<file path="src/rtl/ptcalc_mul_arb_pkg.sv">
// Shared constants, FSM state and requester-index type for the multiplier arbiter.
package ptcalc_mul_arb_pkg;

  localparam int unsigned NREQ_DEF      = 4;
  localparam int unsigned NUM_STAGE_DEF = 3;
  localparam int unsigned DIN_W_DEF     = 15;
  localparam int unsigned DOUT_W_DEF    = 30;
  localparam int unsigned REQ_IDX_W     = 3;

  typedef logic [REQ_IDX_W-1:0] req_idx_t;

  typedef enum logic {
    ARB    = 1'b0,
    LOCKED = 1'b1
  } arb_state_e;

  // Round-robin successor of a requester index, wrapping at nreq.
  function automatic req_idx_t next_idx(input req_idx_t idx, input int unsigned nreq);
    if (32'(idx) + 32'd1 >= nreq) return '0;
    return idx + req_idx_t'(1);
  endfunction

endpackage

</file>
<file path="src/rtl/ptcalc_mul_arb_rr.sv">
// Combinational round-robin pick: lowest requester at or above the pointer,
// otherwise the lowest requester overall (wrap-around).
module ptcalc_mul_arb_rr
  import ptcalc_mul_arb_pkg::*;
#(
  parameter int unsigned NREQ = NREQ_DEF
) (
  input  logic [NREQ-1:0] i_req,
  input  req_idx_t        i_ptr,
  output logic [NREQ-1:0] o_gnt
);

  logic [NREQ-1:0] w_mask;
  logic [NREQ-1:0] w_hi;
  logic [NREQ-1:0] w_sel;

  always_comb begin
    w_mask = ~((NREQ'(1) << i_ptr) - NREQ'(1));
    w_hi   = i_req & w_mask;
    w_sel  = (|w_hi) ? w_hi : i_req;
    // Isolate the lowest set bit.
    o_gnt  = w_sel & (~w_sel + NREQ'(1));
  end

endmodule

</file>
<file path="src/rtl/ptcalc_mul_arbiter.sv">
// Round-robin arbiter with lock sharing one pipelined signed multiplier among NREQ requesters.
// Optional accept counters are enabled by defining PTCALC_MUL_ARB_STATS_EN.
module ptcalc_mul_arbiter
  import ptcalc_mul_arb_pkg::*;
#(
  parameter int unsigned NREQ      = NREQ_DEF,
  parameter int unsigned NUM_STAGE = NUM_STAGE_DEF,
  parameter int unsigned DIN_W     = DIN_W_DEF,
  parameter int unsigned DOUT_W    = DOUT_W_DEF
) (
  input  logic                  ap_clk,
  input  logic                  ap_rst,
  input  logic [NREQ-1:0]       req_valid,
  input  logic [NREQ-1:0]       req_lock,
  input  logic [NREQ*DIN_W-1:0] req_a,
  input  logic [NREQ*DIN_W-1:0] req_b,
  output logic [NREQ-1:0]       req_ready,
  output logic [NREQ-1:0]       rsp_valid,
  output logic [DOUT_W-1:0]     rsp_p,
  output logic                  busy
`ifdef PTCALC_MUL_ARB_STATS_EN
  ,
  input  logic                  stat_clr,
  output logic [NREQ*16-1:0]    stat_grants
`endif
);

  arb_state_e r_state;
  req_idx_t   r_rr_ptr;
  req_idx_t   r_owner;

  logic [NREQ-1:0]   r_tag [NUM_STAGE];
  logic [DOUT_W-1:0] r_p   [NUM_STAGE];

  logic [NREQ-1:0]          w_gnt;
  logic [NREQ-1:0]          w_owner_mask;
  logic                     w_acc;
  logic                     w_lock_acc;
  req_idx_t                 w_idx;
  logic [DIN_W-1:0]         w_a;
  logic [DIN_W-1:0]         w_b;
  logic signed [DOUT_W-1:0] w_ax;
  logic signed [DOUT_W-1:0] w_bx;
  logic signed [DOUT_W-1:0] w_prod;
  logic                     w_inflight;

  ptcalc_mul_arb_rr #(.NREQ(NREQ)) u_rr (
    .i_req (req_valid),
    .i_ptr (r_rr_ptr),
    .o_gnt (w_gnt)
  );

  // Ready is forced low while reset is asserted; otherwise only the owner may go in LOCKED.
  always_comb begin
    w_owner_mask = NREQ'(1) << r_owner;
    req_ready    = '0;
    if (!ap_rst) begin
      if (r_state == LOCKED) req_ready = req_valid & w_owner_mask;
      else                   req_ready = w_gnt;
    end
    w_acc      = |req_ready;
    w_lock_acc = |(req_lock & req_ready);
  end

  always_comb begin
    w_idx = '0;
    w_a   = '0;
    w_b   = '0;
    for (int i = 0; i < NREQ; i++) begin
      if (req_ready[i]) begin
        w_idx = req_idx_t'(i);
        w_a   = req_a[i*DIN_W +: DIN_W];
        w_b   = req_b[i*DIN_W +: DIN_W];
      end
    end
    // Sign-extend to full product width so the multiply keeps every bit.
    w_ax   = {{(DOUT_W-DIN_W){w_a[DIN_W-1]}}, w_a};
    w_bx   = {{(DOUT_W-DIN_W){w_b[DIN_W-1]}}, w_b};
    w_prod = w_ax * w_bx;
  end

  always_ff @(posedge ap_clk or posedge ap_rst) begin
    if (ap_rst) begin
      r_state  <= ARB;
      r_rr_ptr <= '0;
      r_owner  <= '0;
    end else begin
      case (r_state)
        ARB: begin
          if (w_acc) begin
            if (w_lock_acc) begin
              r_state <= LOCKED;
              r_owner <= w_idx;
            end else begin
              r_rr_ptr <= next_idx(w_idx, NREQ);
            end
          end
        end
        LOCKED: begin
          // Leave on an unlocked owner accept or when the owner drops valid.
          if (!w_acc || !w_lock_acc) begin
            r_state  <= ARB;
            r_rr_ptr <= next_idx(r_owner, NREQ);
          end
        end
        default: r_state <= ARB;
      endcase
    end
  end

  // Product/tag delay line; the last stage drives the response outputs.
  always_ff @(posedge ap_clk or posedge ap_rst) begin
    if (ap_rst) begin
      for (int s = 0; s < NUM_STAGE; s++) begin
        r_tag[s] <= '0;
        r_p[s]   <= '0;
      end
    end else begin
      r_tag[0] <= req_ready;
      if (w_acc) r_p[0] <= w_prod;
      for (int s = 1; s < NUM_STAGE; s++) begin
        r_tag[s] <= r_tag[s-1];
        r_p[s]   <= r_p[s-1];
      end
    end
  end

  always_comb begin
    w_inflight = 1'b0;
    for (int s = 0; s < NUM_STAGE; s++) w_inflight = w_inflight | (|r_tag[s]);
    busy      = w_inflight | (r_state == LOCKED);
    rsp_valid = r_tag[NUM_STAGE-1];
    rsp_p     = r_p[NUM_STAGE-1];
  end

`ifdef PTCALC_MUL_ARB_STATS_EN
  logic [15:0] r_cnt [NREQ];

  // Saturating per-requester accept counters; clear has priority.
  always_ff @(posedge ap_clk or posedge ap_rst) begin
    if (ap_rst) begin
      for (int i = 0; i < NREQ; i++) r_cnt[i] <= '0;
    end else begin
      for (int i = 0; i < NREQ; i++) begin
        if (stat_clr)                                 r_cnt[i] <= '0;
        else if (req_ready[i] && r_cnt[i] != 16'hFFFF) r_cnt[i] <= r_cnt[i] + 16'd1;
      end
    end
  end

  always_comb begin
    for (int i = 0; i < NREQ; i++) stat_grants[i*16 +: 16] = r_cnt[i];
  end
`endif

endmodule

</file>
<file path="config.mk">
export PLATFORM = sky130hd
export DESIGN_NAME = ptcalc_mul_arbiter
export DESIGN_NICKNAME = d
export VERILOG_FILES = /design/src/rtl/ptcalc_mul_arb_pkg.sv /design/src/rtl/ptcalc_mul_arb_rr.sv /design/src/rtl/ptcalc_mul_arbiter.sv
export SDC_FILE = /design/constraint.sdc
export NUM_CORES = 1
export LEC_CHECK = 0
export BUFFER_PORTS_ARGS = -buffer_cell sky130_fd_sc_hd__buf_2
export CELL_PAD_IN_SITES_DETAIL_PLACEMENT = 1
export CELL_PAD_IN_SITES_GLOBAL_PLACEMENT = 1
export CORE_ASPECT_RATIO = 0.7
export CORE_MARGIN = 4
export CORE_UTILIZATION = 51
export DETAILED_ROUTE_END_ITERATION = 10
export GPL_TIMING_DRIVEN = 0
export PLACE_DENSITY = 0.95
export SLEW_MARGIN = 20
export SYNTH_ARGS = -nofsm -noshare
export SYNTH_HDL_FRONTEND = slang
export SYNTH_HIERARCHICAL = 1
export SYNTH_SLANG_ARGS = --single-unit
</file>
<file path="constraint.sdc">
create_clock -name ap_clk -period 24.9 [get_ports ap_clk]
set_clock_uncertainty 0.05 [all_clocks]
set_input_delay 3.735 -clock ap_clk [delete_from_list [all_inputs] [get_ports ap_clk]]
set_output_delay 3.735 -clock ap_clk [all_outputs]
set_load 0.05 [all_outputs]
</file>
## Word level (Yosys, flattened, before mapping)

Cells that the tools add are included.

| operators by class | value |
|---|---|
| multiply operators | 1 |
| shifts and indexed selects | 2 |
| bitwise gates (word level) | 10 |
| order comparisons | 2 |
| multiplexer cells | 33 |
| equal/unequal tests | 3 |
| add/subtract/negate cells | 6 |
| reductions and logical operators | 11 |

Operators with widths:

| cell | number |
|---|---|
| 15-bit 2-to-1 mux | 8 |
| 15-bit by 15-bit multiplier with 30-bit output | 1 |
| 3-bit 2-to-1 mux | 9 |
| 4-bit OR reduction | 6 |
| 4-bit AND | 4 |
| 4-bit 2-to-1 mux | 3 |
| 1-bit 2-to-1 mux | 11 |
| 3-bit by 1-bit adder with 4-bit output, second input constant | 2 |
| 4-bit by 3-bit greater-or-equal comparator with 1-bit output, second input constant | 2 |
| 4-bit inverter | 2 |
| 1-bit by 3-bit << shifter with 4-bit output, first input constant | 2 |
| 3-bit by 1-bit adder with 3-bit output, second input constant | 2 |
| 3-bit one-hot mux with 2 select lines | 1 |
| 3-bit AND reduction | 2 |
| 4-bit by 1-bit adder with 4-bit output, second input constant | 1 |
| 2-bit != test, second input constant | 2 |
| 4-bit by 2-bit subtractor with 4-bit output, second input constant | 1 |
| 1-bit bitwise OR | 3 |
| 1-bit zero test | 2 |
| 2-bit by 1-bit != test with 1-bit output, second input constant | 1 |
| 1-bit one-hot mux with 2 select lines | 1 |
| 1-bit logical OR | 1 |
| 1-bit inverter | 1 |

| word-level totals | value |
|---|---|
| output and inout port bits | 39 |
| register bits | 109 |

## Logic depth before layout (Yosys ltp)

Gate-level depths: netlist of the first run.

| depth | value |
|---|---|
| word-level depth | 24 |
| depth in mapped cells | 37 |
| depth with buffers taken out | 35 |

## Hierarchy

The synthesis of the first run kept the hierarchy.

By module, submodules not included:

| module | sequential area each (sq um) | area an instance (sq um) | cells each | times used |
|---|---|---|---|---|
| ptcalc_mul_arbiter | 2702.6 | 13153.9 | 1348 | 1 |
| ptcalc_mul_arb_rr | 0.0 | 167.7 | 23 | 1 |

## Worst setup path before layout of the first run

No wires, ideal clock.

| timing | value |
|---|---|
| kind | input -> register |
| start | input req_valid[3] |
| end | register r_p[89] (netlist bit) |
| data arrival time | 11.072 ns |
| path slack | 13.709 ns |
| data required time | 24.781 ns |
| path buffers | 2 |
| cell stages on the path | 31 |
| cells stage by stage | nor2b_1 > nor2_1 > o311a_1 > nor4_2 > nand2b_1 > a21o_1 > buf_4 > inv_2 > nor2_4 > inv_2 > buf_2 > a221o_1 > o221a_2 > nand2_1 > inv_1 > fa_1 > fa_1 > fa_1 > fa_1 > fa_1 > inv_1 > fa_1 > inv_1 > ha_1 > and4_1 > and2_1 > a32oi_1 > nor3b_1 > or3_1 > a31o_2 > nand3_1 |

RTL lines:

| item | line | text |
|---|---|---|
| from (decl) | ptcalc_mul_arbiter.sv:13 | `input logic [NREQ-1:0] req_valid,` |
| 4-bit AND | ptcalc_mul_arb_rr.sv:19 | `w_hi = i_req & w_mask;` |
| 4-bit OR reduction | ptcalc_mul_arb_rr.sv:20 | `w_sel = (\|w_hi) ? w_hi : i_req;` |
| 4-bit 2-to-1 mux * | ptcalc_mul_arb_rr.sv:20 |  |
| 4-bit inverter | ptcalc_mul_arb_rr.sv:22 | `o_gnt = w_sel & (~w_sel + NREQ'(1));` |
| 4-bit by 1-bit adder with 4-bit output | ptcalc_mul_arb_rr.sv:22 |  |
| 4-bit AND * | ptcalc_mul_arb_rr.sv:22 |  |
| named net w_gnt[3] | ptcalc_mul_arbiter.sv:35 | `logic [NREQ-1:0] w_gnt;` |
| 4-bit 2-to-1 mux * | ptcalc_mul_arbiter.sv:58 | `if (r_state == LOCKED) req_ready = req_valid & w_owner_mask;` |
| 4-bit 2-to-1 mux * | ptcalc_mul_arbiter.sv:57 | `if (!ap_rst) begin` |
| named net req_ready[3] | ptcalc_mul_arbiter.sv:17 | `output logic [NREQ-1:0] req_ready,` |
| 15-bit 2-to-1 mux | ptcalc_mul_arbiter.sv:70 | `if (req_ready[i]) begin` |
| 15-bit by 15-bit multiplier with 30-bit output | ptcalc_mul_arbiter.sv:79 | `w_prod = w_ax * w_bx;` |
| to (signal, indexed assignment) | ptcalc_mul_arbiter.sv:123 | `r_p[s] <= r_p[s-1];` |
| to (decl) | ptcalc_mul_arbiter.sv:33 | `logic [DOUT_W-1:0] r_p [NUM_STAGE];` |

Mark *: on every way through the listed nets, which the timed path passes. The rest lies on a longest branch.
A chain may end at the register's enable or synchronous reset.

## Final worst setup path of the first run

| timing | value |
|---|---|
| start | input req_valid[1] |
| end | register r_p[89] (netlist bit) |

RTL lines:

| item | line |
|---|---|
| 4-bit AND | ptcalc_mul_arb_rr.sv:19 |
| 4-bit OR reduction | ptcalc_mul_arb_rr.sv:20 |
| 4-bit 2-to-1 mux * | ptcalc_mul_arb_rr.sv:20 |
| 4-bit inverter | ptcalc_mul_arb_rr.sv:22 |
| 4-bit by 1-bit adder with 4-bit output | ptcalc_mul_arb_rr.sv:22 |
| 4-bit AND * | ptcalc_mul_arb_rr.sv:22 |
| named net w_gnt[3] | ptcalc_mul_arbiter.sv:35 |
| 4-bit 2-to-1 mux * | ptcalc_mul_arbiter.sv:58 |
| 4-bit 2-to-1 mux * | ptcalc_mul_arbiter.sv:57 |
| 15-bit 2-to-1 mux | ptcalc_mul_arbiter.sv:70 |
| 15-bit by 15-bit multiplier with 30-bit output | ptcalc_mul_arbiter.sv:79 |

Marked as above.

==> results of run 1 <==
==> layout by cell type, fill, tap and decap left out, drive strengths merged, types with 7 or more instances in the layout <==
cell type,n
o21ai,29
nor3,8
o221ai,21
and2,9
a22oi,10
o31ai,7
nand2,143
a21oi,32
dfrtp,108
nand2b,17
clkbuf,16
nor2b,7
fa,222
a21o,8
a221o,20
nor2,145
nand3,12
xnor2,18
xor2,9
ha,89
inv,276
o221a,17
buf,243
==> cells by family after synthesis <==
kind of cell             synth area share [%]
AO/OA/AOI/OAI                            11.5
XOR/XNOR                                 1.78
adder cells (fa/ha/maj)                  41.7
buffers and inverters                    11.5
flip-flops                               20.3
multiplexers                            0.761
AND/OR/NAND/NOR                          12.4
==> worst paths after layout <==
check	from	end	slack [ps]
max in group asynchronous	ap_rst	rsp_p[6]$_DFF_PP0_	20630
hold / removal	r_p[39]$_DFF_PP0_	rsp_p[9]$_DFF_PP0_	300
setup / recovery	req_valid[1]	r_p[89]$_DFFE_PP0N_	12220
hold reg to reg	r_p[39]$_DFF_PP0_	rsp_p[9]$_DFF_PP0_	300
min in group asynchronous	ap_rst	r_state$_DFF_PP0_	3460
setup reg to reg	r_rr_ptr[2]$_DFFE_PP0P_	r_p[89]$_DFFE_PP0N_	14410
==> per-stage QoR <==
| stage | utilization (%) | hold WS [ps] | cells | setup slack (ps) | cell area (µm²) |
|---|---|---|---|---|---|
| 5_1_grt | 58.0 | 307 | 1887 | 11940 | 14900 |
| 3_5_place_dp | 56.9 | 286 | 1871 | 12170 | 14600 |
| 3_3_place_gp | 56.7 | 284 | 1870 | 12560 | 14600 |
| 4_1_cts | 58.0 | 300 | 1887 | 12500 | 14900 |
| 2_1_floorplan | - | 281 | 1371 | 13710 | 13300 |
| 6_report | 58.0 | 298 | 1889 | 12220 | 14900 |
==> sequential cells by signal (all words and copies together), names as in the netlist <==
signal,flops
r_state,1
r_p,60
r_tag,8
r_rr_ptr,3
rsp_valid,4
r_owner,2
rsp_p,30
==> worst reg2reg max path: cells and delay by family, from the launching register on <==
| kind | cells | cell delay (ps) |
|---|---|---|
| AOI/OAI and AO/OA | 7 | 1830 |
| adders and majority gates | 8 | 3720 |
| buffers and inverters | 9 | 1610 |
| DFF | 1 | 480 |
| muxes | 1 | 820 |
| and+or+nand+nor | 8 | 1860 |
==> routing by layer <==
layer  vias up  track usage, %  share of wire, %  routed length (µm)
li1       4654               -                 -                   -
met1      5885            39.6                35               17700
met2       740            63.1                49               24900
met3       253            8.69               8.5                4280
met4         2            22.1               7.3                3710
met5         -               0             0.026                  13
==> final cells by class <==
| cell class | instances | area share [%] |
|---|---|---|
| multi-input cells | 908 | 61.0 |
| flip-flops and latches | 108 | 18.1 |
| inverters | 276 | 6.98 |
| repair buffers | 169 | 5.82 |
| plain buffers | 79 | 3.35 |
| well taps | 331 | 2.78 |
| clock buffers | 11 | 1.63 |
| clock inverters | 5 | 0.252 |
| diodes | 2 | 0.0336 |
==> impl_results.md, run 1 <==
- Vias in the first global route: ~14,000
- Post-route setup TNS: 0 ps
- Status: finished, final reports clean
- Gpl congestion: about 0.94
- Yosys top cell area share: between 30 and 40%
- Area leader, netlist: fa_1
- Cells on Worst Hold Path: 0
- Overall Global Routing Usage: 35.8%
- Endpoints failing setup: 0
- Nature of the critical path endpoint: flip-flop
- Most frequent cell after synthesis: inv_1
- Top delay family on crit path: adder cells
- Post-synthesis instance total: ~1,400
- Synthesized area per cell: roughly 9.7 µm²
- Final Hold Viols: 0
- Routed Antenna Nets: 0
- CTS tree: built
- Cts bufs inserted: 9
- CTS Hold Buffers Added: 0
- Final Cycle Share: about 51%
- Synth Register Bits: approximately 110
- Largest stage delay, worst path: just over 800 ps
- Area of the multi-input gates: just over 9000 µm²
- CP arrival: between 10,000 and 15,000 ps
- Syn_nets: roughly 1,800
- Slew headroom: 29.1%
- Avg WL per Cell: 26.8 µm
- Htree depth: 3
- Detailed Route WL: a little over 50,000 µm
- Avg Vias per Cell: between 6 and 7
- Unique masters post-synth: 71
- PortBufs: 168
- Synth warnings: 6
- Drt first-iter violations: between 1,000 and 1,500
- DPL Wire Length: ~41,000 µm
- Worst path depth: 32
- FMAX: slightly below 80 MHz
- Crit-path max FO: 10
- Starting density of the core: 51.9%
- Clock latency on the worst-skew pair: between 300 and 400 ps
- Seq. cell area: 2700 µm²
- DRT Pass-1 Iters: 6
- Die height: around 140 µm
- Hold Path Class: flip-flop to flip-flop
- Ys flop type: dfrtp_1
- Max-cap violations: 0
- Largest net degree at the start of global routing: 63
- Post-synth ARST share: 100%
- TritonCTS Sinks: between 100 and 150
- # resized after CTS: 0
- Global route overflow: 0
- Clk slew on worst S/H paths: 80 ps
- Die width: between 200 and 250 µm
- Nets: 1,992
- Crit Path Class: primary input to flip-flop
- Reg2Reg Depth: 33
- Slew @ Worst Pin: 1060 ps
- Slowest CP cell: mux2i_1
- First-pass GRT wire length: 77,500 µm
- Register area share after synthesis: between 20 and 25%
- Die footprint: 28,800 µm²
- Boundary Pins: between 150 and 200
- Worst path bufs/invs: 10
- Layout cells sized above 1: between 20% and 30%
- CORE AREA: about 26,000 µm²
- Final Max Slew Viols: 0
- Critical Path RT: 25,070 ps
- Fillcell total: 2,963
- Initial antenna violation count: 1
- Root buffer cell: clkbuf_16
- Post-CTS setup buffers: 0
- Synth cell count leaders: 274 x inv_1, 222 x fa_1, 143 x nand2_1, 142 x nor2_1, 108 x dfrtp_1
- CP Launch Type: primary input
- DR DRC count: 0
- Ranking of synthesized cells by area: fa_1 33%, dfrtp_1 20%, ha_1 8.4%
- RSZ-0062 raised after global routing: no
- FP Rows: between 40 and 50
- Vias post-DR: ~12,000
- Synthesized cell area: about 13,000 µm²
- Fin crit period: 12,680 ps
- Max clock buf depth: 2
- EDFF count, synth: 0
- Area added between synthesis and finish: 11.9%
Power of run 1 is left out: the tool's default activity adds up to more than one toggle a clock period on the data nets, which glitch-free logic cannot reach.
==> run 2, diff against run 1 <==
--- a/config.mk
+++ b/config.mk
@@ -10,10 +10,10 @@
 export CELL_PAD_IN_SITES_GLOBAL_PLACEMENT = 1
 export CORE_ASPECT_RATIO = 0.7
 export CORE_MARGIN = 4
-export CORE_UTILIZATION = 51
+export CORE_UTILIZATION = 47
 export DETAILED_ROUTE_END_ITERATION = 10
 export GPL_TIMING_DRIVEN = 0
-export PLACE_DENSITY = 0.95
+export PLACE_DENSITY = 0.93
 export SLEW_MARGIN = 20
 export SYNTH_ARGS = -nofsm -noshare
 export SYNTH_HDL_FRONTEND = slang
==> constraint.sdc (replaced) <==
create_clock -name ap_clk -period 12.8 [get_ports ap_clk]
set_clock_uncertainty 0.05 [all_clocks]
set_input_delay 1.92 -clock ap_clk [delete_from_list [all_inputs] [get_ports ap_clk]]
set_output_delay 1.92 -clock ap_clk [all_outputs]
set_load 0.05 [all_outputs]
==> impl_results.md, run 2 (synthesized netlist as in run 1, its figures left out) <==
- Max reg flops: 60
- CP arrival: ~11,000 ps
- Avg WL per Cell: ~27 µm
- Initial antenna violation count: 1
- Die height: roughly 150 µm
- Crit Path Class: primary input to flip-flop
- Status: finished, final reports clean
- Crit-path max FO: 10
- Die footprint: 31,100 µm²
- Post-CTS setup buffers: 0
- CORE AREA: roughly 28,000 µm²
- Gpl congestion: between 0.9 and 1
- Root buffer cell: clkbuf_16
- Vias post-DR: between 10,000 and 15,000
- FP Rows: approximately 50
- Layout cells sized above 1: around 20%
- Fin util: about 54%
- Nature of the critical path endpoint: flip-flop
- Drt first-iter violations: 1,012
- Clk slew on worst S/H paths: roughly 90 ps
- Final Hold Viols: 0
- Biggest register: r_p
- CTS tree: built
- Vias in the first global route: approximately 14,000
- Dpl cells: about 1,900
- Overall Global Routing Usage: between 30% and 40%
- Endpoints failing setup: 0
- FMAX: just over 90 MHz
- Critical Path RT: around 13,000 ps
- Design area: about 15,000 µm²
- # resized after CTS: 0
- Slew @ Worst Pin: roughly 1100 ps
- Slew headroom: 21.4%
- Avg Vias per Cell: slightly above 6
- DRT Pass-1 Iters: 6
- Routed Antenna Nets: 0
- Cts bufs inserted: 9
- Post-DP Area: about 15,000 µm²
- Boundary Pins: roughly 170
- Global route overflow: 0
- First-pass GRT wire length: 79,600 µm
- Starting density of the core: a little under half
- DPL Wire Length: about 40,000 µm
- Clock latency on the worst-skew pair: roughly 370 ps
- Area added between synthesis and finish: 12.3%
- Most frequent cells in the layout: 273 x inv_1, 222 x fa_1, 201 x buf_2
- Htree depth: 3
- Crit path from: req_valid[1]
- Fin crit period: ~11,000 ps
- Largest net degree at the start of global routing: 86
- CP Launch Type: primary input
- HP Start: r_p[50]$_DFF_PP0_
- R2r startpoint: r_rr_ptr[2]$_DFFE_PP0P_
- TritonCTS Sinks: between 100 and 150
- Detailed Route WL: roughly 53,000 µm
- Final non-filler cell total: approximately 1,900
- Final Cycle Share: between 80 and 90%
- RSZ-0062 raised after global routing: no
- Nets: around 2,000
- Hold Path Class: flip-flop to flip-flop
- Commonest non-fill, non-tap cell in the layout: inv_1
- PortBufs: ~170
- DR DRC count: 0
- Die width: 209 µm
- Post-route setup TNS: 0 ps
- Max clock buf depth: 2
- Final Max Slew Viols: 0
- Fillcell total: between 3,000 and 4,000
- CTS Hold Buffers Added: 0
- Max-cap violations: 0
run 2: changes by cell type in the layout (fill, tap and decap cells not counted):
cell      previous run  this run
mux2i_2              3         2
clkinv_8             0         1
clkbuf_1             6         5
inv_8                0         1
o221ai_1             7         9
inv_6                1         3
clkbuf_8             1         0
clkinv_2             1         0
clkinv_4             2         1
o221ai_2            14        12
diode_2              2         3
mux2i_1              3         4
run 2: layout make-up:
cell class              instances  area (µm²)  share of cell area [%]
multi-input cells             908        9080                    60.7
flip-flops and latches        108        2700                    18.1
inverters                     276        1040                    6.96
repair buffers                169         868                    5.80
plain buffers                  79         499                    3.34
well taps                     371         464                    3.10
clock buffers                   9         225                    1.51
clock inverters                 7        68.8                   0.460
diodes                          3        7.51                  0.0502
run 2: metal layers:
metal | routed length [µm] | GRT usage [%] | vias up
met5 | 13 | 0 | -
met4 | 4490 | 23.1 | 2
met3 | 4720 | 8.51 | 312
met2 | 25600 | 58.8 | 847
met1 | 18000 | 37.2 | 5949
li1 | - | - | 4673
run 2: per-stage QoR:
stage | worst slack [ps] | hold slack, ps
2_1_floorplan | 3420 | 281
3_3_place_gp | 2370 | 282
3_5_place_dp | 1880 | 286
4_1_cts | 2030 | 299
5_1_grt | 1540 | 307
6_report | 1820 | 300
run 2: path summary, 6_finish.rpt:
check                                 endpoint  slack (ps)  depth (start not counted)
setup / recovery           r_p[87]$_DFFE_PP0N_        1820                         28
hold / removal             rsp_p[20]$_DFF_PP0_         300                          0
setup reg to reg           r_p[87]$_DFFE_PP0N_        2200                         29
hold reg to reg            rsp_p[20]$_DFF_PP0_         300                          0
max in group asynchronous    r_p[36]$_DFF_PP0_       10420                          3
min in group asynchronous  r_p[89]$_DFFE_PP0N_        1530                          2
run 2: worst max-delay path, cell delays in order:
cell	delay, ps
buf_2	120
and2_1	200
o311ai_0	340
o311a_1	290
nor3b_1	240
nand2b_1	130
a21oi_4	250
nand2_1	220
buf_2	260
buf_2	270
o221ai_2	660
nor2_1	140
fa_1	620
fa_1	920
fa_1	570
fa_1	570
fa_1	520
inv_1	60
fa_1	490
inv_1	60
ha_1	380
and4_1	270
and2_1	210
a32oi_1	190
nor3b_1	610
or3_1	310
nand3_1	130
o21ai_1	240
Power of run 2 is left out for the same reason.
==> run 3, diff against run 2 <==
--- a/config.mk
+++ b/config.mk
@@ -8,12 +8,12 @@
 export BUFFER_PORTS_ARGS = -buffer_cell sky130_fd_sc_hd__buf_2
 export CELL_PAD_IN_SITES_DETAIL_PLACEMENT = 1
 export CELL_PAD_IN_SITES_GLOBAL_PLACEMENT = 1
-export CORE_ASPECT_RATIO = 0.7
 export CORE_MARGIN = 4
-export CORE_UTILIZATION = 47
+export CORE_UTILIZATION = 42
 export DETAILED_ROUTE_END_ITERATION = 10
 export GPL_TIMING_DRIVEN = 0
-export PLACE_DENSITY = 0.93
+export PLACE_DENSITY = 0.88
+export REMOVE_ABC_BUFFERS = 1
 export SLEW_MARGIN = 20
 export SYNTH_ARGS = -nofsm -noshare
 export SYNTH_HDL_FRONTEND = slang
==> constraint.sdc (replaced) <==
create_clock -name ap_clk -period 10 [get_ports ap_clk]
set_clock_uncertainty 0.05 [all_clocks]
set_input_delay 1.5 -clock ap_clk [delete_from_list [all_inputs] [get_ports ap_clk]]
set_output_delay 1.5 -clock ap_clk [all_outputs]
set_load 0.05 [all_outputs]
==> impl_results.md, run 3 (synthesized netlist as in run 1, its figures left out) <==
- Status: finished, final reports clean
- Largest net degree at the start of global routing: 84
- Fillcell total: 3,508
- Nets: around 1,900
- Root buffer cell: clkbuf_16
- R2r startpoint: r_rr_ptr[2]$_DFFE_PP0P_
- Routed Antenna Nets: 0
- Final Max Slew Viols: 0
- Fin crit period: between 9000 and 10,000 ps
- Design area: between 10,000 and 15,000 µm²
- FMAX: approximately 100 MHz
- DRT Pass-1 Iters: 5
- RSZ-0062 raised after global routing: yes
- Fin util: 48.2%
- Avg WL per Cell: approximately 23 µm
- Final worst slack: around 250 ps
- FP Rows: 64
- Place WS: -838 ps
- Avg Vias per Cell: between 5 and 6
- Gpl congestion: between 0.8 and 0.9
- Cts bufs inserted: 9
- Global route overflow: 0
- Area added between synthesis and finish: 11.8%
- DPL Wire Length: ~33,000 µm
- Nature of the critical path endpoint: flip-flop
- Detailed Route WL: roughly 44,000 µm
- Most frequent CP cell: fa_1
- CTS tree: built
- Initial antenna violation count: 1
- CP Launch Type: flip-flop
- Final Cycle Share: 97.5%
- Vias post-DR: roughly 11,000
- TritonCTS Sinks: roughly 110
- First-pass GRT wire length: around 65,000 µm
- Commonest non-fill, non-tap cell in the layout: inv_1
- Clk slew on worst S/H paths: approximately 80 ps
- Endpoints failing setup: 0
- Slowest CP cell: o221ai_1
- Slew @ Worst Pin: 1060 ps
- Most frequent cells in the layout: 273 x inv_1, 221 x fa_1, 168 x buf_2
- Critical Path RT: 10,200 ps
- Htree depth: 3
- Max clock buf depth: 2
- Slew headroom: between 20 and 30%
- Die height: 186 µm
- Clock latency on the worst-skew pair: roughly 350 ps
- Boundary Pins: about 170
- Die footprint: 34,600 µm²
- DR DRC count: 0
- Layout cells sized above 1: a little under a fifth
- Drt first-iter violations: between 400 and 500
- Crit path from: r_rr_ptr[2]$_DFFE_PP0P_
- Biggest register: r_p
- Final non-filler cell total: about 1,900
- Area of the multi-input gates: 9290 µm²
- Overall Global Routing Usage: 24.4%
- Max-cap violations: 0
- PortBufs: 168
- CP arrival: between 9000 and 10,000 ps
- Die width: about 190 µm
- Post-DP Area: 14,300 µm²
- HP Start: r_p[43]$_DFF_PP0_
- Final Hold Viols: 0
- Vias in the first global route: 12,200
- Dpl cells: 1,859
- Max reg flops: 60
- Largest stage delay, worst path: 740 ps
- Hold Path Class: flip-flop to flip-flop
- Crit Path Class: flip-flop to flip-flop
- Crit-path max FO: 33
- Starting density of the core: 43.1%
- CORE AREA: just over 30,000 µm²
- Seq. cell area: 2700 µm²
-- run 3: cell types whose count changed in the layout (fill, tap and decap cells not counted), sizes merged, moves of 2 or more --
cell    delta
buf       -56
clkbuf     -5
a21o       +2
a21oi      +2
diode      -2
-- run 3: per-layer routing --
metal / global-route usage [%] / up-vias / share of wire, %
met1: 26.5 / 5579 / 35
met4: 15.0 / 0 / 7.3
met5: 0 / - / 0
li1: - / 4565 / -
met2: 43.8 / 511 / 52
met3: 4.75 / 196 / 6.2
-- run 3: path summary, 6_finish.rpt --
check	to	slack, ps	cells past startpoint
max in group asynchronous	r_p[70]$_DFFE_PP0N_	7970	3
min in group asynchronous	rsp_p[22]$_DFF_PP0_	1270	2
min reg2reg	rsp_p[13]$_DFF_PP0_	290	0
min	rsp_p[13]$_DFF_PP0_	290	0
max reg2reg	r_p[86]$_DFFE_PP0N_	250	30
max	r_p[86]$_DFFE_PP0N_	250	30
-- run 3: critical path: cells and delay by family, from the launching register on --
family,cells,cell delay (ps)
adders and majority gates,8,3770
AOI/OAI and AO/OA,10,3230
and+or+nand+nor,7,1590
buffers and inverters,5,510
DFF,1,450
-- run 3: metrics by stage --
step | hold WS, ps | TNS (ps)
final | 294 | 0
after global routing | 310 | -102
after CTS | 296 | 0
after detailed placement | 286 | -7590
after global placement | 283 | -54790
after floorplan | 281 | -4180
-- run 3: what timing repair did --
action,in CTS,in global routing
cloned,5,0
endpoints found under the setup margin,12,16
pin swaps,2,5
hold buffers,0,0
resized for setup,9,11
setup buffers,0,16
-- run 3: area by class of cell --
| class | count | area share, % |
|---|---|---|
| antenna | 1 | 0.0168 |
| clock buffer | 9 | 1.51 |
| clock inverter | 7 | 0.538 |
| inverter | 276 | 7.02 |
| multi-input combinational | 913 | 62.3 |
| sequential | 108 | 18.1 |
| tap | 396 | 3.33 |
| timing repair buffer | 187 | 7.12 |
Power of run 3 is left out for the same reason.
